$ cat src/rtl/mac_pkg.sv
// Shared widths, mode encoding and saturation limits
// for the pipelined multiply-accumulate unit.
package mac_pkg;

    localparam int DATA_W_DEF = 16;
    localparam int ACC_W_DEF  = 39;
    localparam int SAT_W      = 128;

    localparam logic MODE_UNSIGNED = 1'b0;
    localparam logic MODE_SIGNED   = 1'b1;

    // Limits are built at SAT_W bits; callers size-cast to their width.
    function automatic logic [SAT_W-1:0] sat_max(input logic mode, input int w);
        logic [SAT_W-1:0] one;
        one = SAT_W'(1);
        if (mode == MODE_SIGNED)
            sat_max = (one << (w - 1)) - one;
        else
            sat_max = (one << w) - one;
    endfunction

    function automatic logic [SAT_W-1:0] sat_min(input logic mode, input int w);
        logic [SAT_W-1:0] one;
        one = SAT_W'(1);
        if (mode == MODE_SIGNED)
            sat_min = one << (w - 1);
        else
            sat_min = '0;
    endfunction

endpackage

$ cat src/rtl/mac_mult.sv
// Stage 1: operand multiply with mode-dependent extension,
// registered together with the sample's control bits.
module mac_mult
    import mac_pkg::*;
#(
    parameter int DATA_W = DATA_W_DEF
) (
    input  logic                clk,
    input  logic                R_n,
    input  logic                valid_i,
    input  logic                last_i,
    input  logic                start_i,
    input  logic                mode_i,
    input  logic [DATA_W-1:0]   x_i,
    input  logic [DATA_W-1:0]   b_i,
    output logic                valid_o,
    output logic                last_o,
    output logic                start_o,
    output logic                mode_o,
    output logic [2*DATA_W-1:0] prod_o
);

    logic                valid_q, valid_d;
    logic                last_q, last_d;
    logic                start_q, start_d;
    logic                mode_q, mode_d;
    logic [2*DATA_W-1:0] prod_q, prod_d;
    logic [2*DATA_W-1:0] x_ext, b_ext;

    // Extending both operands then truncating the product gives
    // the exact signed or unsigned 2*DATA_W-bit result.
    always_comb begin
        x_ext   = {{DATA_W{mode_i & x_i[DATA_W-1]}}, x_i};
        b_ext   = {{DATA_W{mode_i & b_i[DATA_W-1]}}, b_i};
        valid_d = valid_i;
        last_d  = last_q;
        start_d = start_q;
        mode_d  = mode_q;
        prod_d  = prod_q;
        if (valid_i) begin
            last_d  = last_i;
            start_d = start_i;
            mode_d  = mode_i;
            prod_d  = x_ext * b_ext;
        end
    end

    always_ff @(posedge clk) begin
        if (!R_n) begin
            valid_q <= 1'b0;
            last_q  <= 1'b0;
            start_q <= 1'b0;
            mode_q  <= MODE_UNSIGNED;
            prod_q  <= '0;
        end else begin
            valid_q <= valid_d;
            last_q  <= last_d;
            start_q <= start_d;
            mode_q  <= mode_d;
            prod_q  <= prod_d;
        end
    end

    assign valid_o = valid_q;
    assign last_o  = last_q;
    assign start_o = start_q;
    assign mode_o  = mode_q;
    assign prod_o  = prod_q;

endmodule

$ cat src/rtl/pipelined_mac.sv
// Two-stage multiply-accumulate with per-frame mode capture,
// saturating accumulation and sticky overflow.
module pipelined_mac
    import mac_pkg::*;
#(
    parameter int DATA_W = DATA_W_DEF,
    parameter int ACC_W  = ACC_W_DEF
) (
    input  logic              clk,
    input  logic              R_n,
    input  logic              valid_in,
    input  logic              last_in,
    input  logic              signed_mode,
    input  logic [DATA_W-1:0] X,
    input  logic [DATA_W-1:0] B,
    output logic [ACC_W-1:0]  y,
    output logic              y_valid,
    output logic              ovf
);

    localparam int PW = 2 * DATA_W;

    logic             start_q, start_d;
    logic             fmode_q, fmode_d;
    logic             mode_eff;
    logic             s1_valid, s1_last, s1_start, s1_mode;
    logic [PW-1:0]    s1_prod;
    logic [ACC_W-1:0] acc_q, acc_d;
    logic             y_valid_q, y_valid_d;
    logic             ovf_q, ovf_d;
    logic [ACC_W-1:0] base, p_ext, sat_hi, sat_lo;
    logic [ACC_W:0]   sum_x;
    logic             ovf_now;

    // Input-side frame tracking: the first sample fixes the mode.
    always_comb begin
        start_d  = start_q;
        fmode_d  = fmode_q;
        mode_eff = start_q ? signed_mode : fmode_q;
        if (valid_in) begin
            start_d = last_in;
            fmode_d = mode_eff;
        end
    end

    mac_mult #(
        .DATA_W (DATA_W)
    ) u_mult (
        .clk     (clk),
        .R_n     (R_n),
        .valid_i (valid_in),
        .last_i  (last_in),
        .start_i (start_q),
        .mode_i  (mode_eff),
        .x_i     (X),
        .b_i     (B),
        .valid_o (s1_valid),
        .last_o  (s1_last),
        .start_o (s1_start),
        .mode_o  (s1_mode),
        .prod_o  (s1_prod)
    );

    always_comb begin
        base   = s1_start ? '0 : acc_q;
        p_ext  = {{(ACC_W-PW){s1_mode & s1_prod[PW-1]}}, s1_prod};
        sum_x  = {s1_mode & base[ACC_W-1], base}
               + {s1_mode & p_ext[ACC_W-1], p_ext};
        sat_hi = ACC_W'(sat_max(s1_mode, ACC_W));
        sat_lo = ACC_W'(sat_min(s1_mode, ACC_W));
        if (s1_mode == MODE_SIGNED)
            ovf_now = sum_x[ACC_W] ^ sum_x[ACC_W-1];
        else
            ovf_now = sum_x[ACC_W];
        acc_d     = acc_q;
        ovf_d     = ovf_q;
        y_valid_d = 1'b0;
        if (s1_valid) begin
            // In signed mode the extra top bit is the true sign.
            if (!ovf_now)
                acc_d = sum_x[ACC_W-1:0];
            else if (s1_mode == MODE_SIGNED && sum_x[ACC_W])
                acc_d = sat_lo;
            else
                acc_d = sat_hi;
            ovf_d     = ovf_now | (ovf_q & ~s1_start);
            y_valid_d = s1_last;
        end
    end

    always_ff @(posedge clk) begin
        if (!R_n) begin
            start_q   <= 1'b1;
            fmode_q   <= MODE_UNSIGNED;
            acc_q     <= '0;
            y_valid_q <= 1'b0;
            ovf_q     <= 1'b0;
        end else begin
            start_q   <= start_d;
            fmode_q   <= fmode_d;
            acc_q     <= acc_d;
            y_valid_q <= y_valid_d;
            ovf_q     <= ovf_d;
        end
    end

    assign y       = acc_q;
    assign y_valid = y_valid_q;
    assign ovf     = ovf_q;

endmodule

$ cat config.mk
export PLATFORM = sky130hd
export DESIGN_NAME = pipelined_mac
export DESIGN_NICKNAME = d
export VERILOG_FILES = /design/src/rtl/mac_pkg.sv /design/src/rtl/mac_mult.sv /design/src/rtl/pipelined_mac.sv
export SDC_FILE = /design/constraint.sdc
export NUM_CORES = 1
export LEC_CHECK = 0
export ABC_AREA = 1
export BUFFER_PORTS_ARGS = -buffer_cell sky130_fd_sc_hd__clkbuf_2
export CORE_MARGIN = 4
export CORE_UTILIZATION = 30
export DETAILED_ROUTE_END_ITERATION = 12
export GPL_TIMING_DRIVEN = 1
export PLACE_DENSITY = 0.51
export SYNTH_ARGS = -nofsm -noshare
export SYNTH_HDL_FRONTEND = slang
export SYNTH_SLANG_ARGS = --single-unit
$ cat constraint.sdc
create_clock -name clk -period 8.4 [get_ports clk]
set_input_delay 0 -clock clk [delete_from_list [all_inputs] [get_ports clk]]
set_output_delay 0 -clock clk [all_outputs]
set_load 0.05 [all_outputs]
==> impl_metrics.yaml <==
outcome:
  status: "complete, no violations"
placed_design:
  gp_congestion: 0.915
  port_buffers: 77
  dp_hpwl_microns: 40900
setup_path:
  crit_path_max_fanout: 7
  endpoint_kind: "register"
  required_ns: 8.65
  worstSetupPathType: "register to register"
  crit_arrival_ns: 6.73
  worstSetupStartpointType: "register"
layout:
  synthToLayoutAreaGrowth_pct: 7.15
  fillers: 6130
  nets: 2803
  diodes: 0
  drive_gt1_share_pct: 7.52
timing:
  rsz0062_at_grt: "false"
  post-route-min-period_ns: 6.48
  max_freq_ghz: 0.154
  clock_skew_ns: 0.0109
  relSlewSlack_pct: 35.4
  hold_viol: 0
  worst_slew_pin_slew_ns: 0.965
  tns_ns: 0
  period_share_pct: 77.2
  finalSetupViolations: 0
  slew_viol_final: 0
clock_tree:
  clk_latency_ns: 0.35
  clk_path_buf_depth: 2
  cts_tree: "done"
  cts_resized: 0
  cts_made_buffers: 9
  clk_pin_slew_worst_paths_ns: 0.07
  cts_root_buf: "clkbuf_16"
  htree_levels: 3
  post-cts-setup-buffers: 0
  clock-sinks: 78
  hold_buffers: 0
logic_synthesis:
  netlist_instances: 2366
  synthFlopType: "dfxtp_1"
  syn-num-nets: 2807
  synth-edff-count: 0
  ys_warn_count: 0
  synth_most_common_cell: "inv_1"
  synthTopCellsByCount: "616 x inv_1, 515 x nand2_1, 283 x fa_1"
  ys_top_cells_by_area: "fa_1 33%, inv_1 14%, nand2_1 11%"
  ys_types: 49
  synth_area_per_cell_sq_um: 7.20
  synth_top_area_share_pct: 33.2
  synth-seq-cells: 78
  syn-cell-area_sq_um: 17000
  synthArstFlopShare_pct: 0
  ys_seq_area_share_pct: 9.16
  synth_largest_area_cell: "fa_1"
die:
  ios: 78
  std_cell_rows: 87
  die-area_sq_um: 60700
  core_area_sq_um: 56300
  die_y_microns: 246
  dieWidth_microns: 246
  start_util_pct: 30.3
routing:
  num_vias: 14212
  first_iter_violations: 886
  wl_per_cell_microns: 15.4
  ant_nets: 0
  routed_via_density: 4.55
  post-route-drc-count: 0
  drtPass1Iterations: 5
  wirelength_microns: 48200
global_route:
  antenna_found_initial: 0
  grt_pass1_vias: 15076
  grt_pass1_wl_microns: 80100
  overflow: 0
  grt_max_degree: 64
  grtUsageTotal_pct: 16.4
min_path:
  worstHoldPathType: "primary input to register"
job:
  maxCapViolations: 0
[metrics by stage]
step / instances / hold WS [ns] / cell area (sq um) / util, % / setup WS, ns
2_1_floorplan: 2366 / 0.145 / 17000 / - / 2.65
3_3_place_gp: 3107 / 0.414 / 18000 / 31.9 / 2.03
3_5_place_dp: 3107 / 0.411 / 18000 / 31.9 / 1.95
4_1_cts: 3123 / 0.0476 / 18300 / 32.4 / 1.94
5_1_grt: 3123 / 0.0752 / 18300 / 32.4 / 1.50
6_report: 3123 / 0.0619 / 18300 / 32.4 / 1.92
[final cells by class]
cell class	count	area [sq um]	share of cell area, %
Clock inverter	7	55.1	0.302
Clock buffer	9	225	1.23
Timing Repair Buffer	82	423	2.32
Tap cell	756	946	5.18
Multi-Input combinational cell	1571	12700	69.7
Inverter	620	2330	12.7
Sequential cell	78	1560	8.55
[flip-flops by register name, indices dropped and copies added, names as in the netlist]
signal,flops
u_mult.last_o,1
u_mult.prod_o,32
u_mult.mode_o,1
y_valid,1
start_q,1
u_mult.valid_o,1
u_mult.start_o,1
y,39
ovf,1
[per-layer routing]
metal  wire (microns)  track usage [%]  up-vias
met3             1570             1.51       45
met5                0                0        -
li1                 -                -     6955
met4              774             3.09        0
met1            22300             22.3     6983
met2            23500             28.8      229
[final timing paths]
| kind | slack, ns | end | depth (start not counted) | startpoint |
|---|---|---|---|---|
| setup / recovery | 1.92 | u_mult.prod_o[27] | 22 | u_mult.mode_o |
| hold reg to reg | 0.47 | y_valid | 2 | u_mult.last_o |
| hold / removal | 0.06 | u_mult.mode_o | 3 | signed_mode |
| setup reg to reg | 1.92 | u_mult.prod_o[27] | 22 | u_mult.mode_o |
[critical path, cell delays in order, from the launching register on]
cell and delay [ns]:
dfxtp_1 0.36, o21a_1 0.29, and2_1 0.25, inv_1 0.23, nor2_1 0.08, fa_1 0.57, inv_1 0.15, fa_1 0.81
inv_1 0.15, fa_1 0.48, fa_1 0.57, fa_1 0.43, fa_1 0.45, ha_1 0.36, nand2_1 0.15, o21ai_0 0.40
a21oi_1 0.08, nand3_1 0.18, nand2_1 0.09, nand3_1 0.08, nand3_1 0.07, o211ai_1 0.10, inv_1 0.05
[cell usage in the layout (no fill, tap or decap), drive strengths merged, types with 7 or more instances in the layout]
cell,Yosys,routed
o211ai,13,13
nor3,12,12
clkbuf,87,86
nand2,548,548
a21o,7,7
nand4,13,13
a21oi,129,129
inv,619,622
nand3,50,50
xnor2,23,23
dfxtp,78,78
nor2,190,190
ha,121,121
fa,283,283
xor2,35,35
o21ai,109,109
o21bai,7,7
[cells by family after synthesis]
family | count (synthesis) | share of synthesized area (%)
xor gates and xnor gates | 58 | 2.98
DFF | 78 | 9.16
adders and majority gates | 404 | 42.1
and+or+nand+nor | 827 | 20.0
buffers and inverters | 717 | 16.2
AOI/OAI and AO/OA | 282 | 9.45
Power is not shown: default switching activity piles up to over one toggle a cycle in this logic, so the estimate is an artifact.
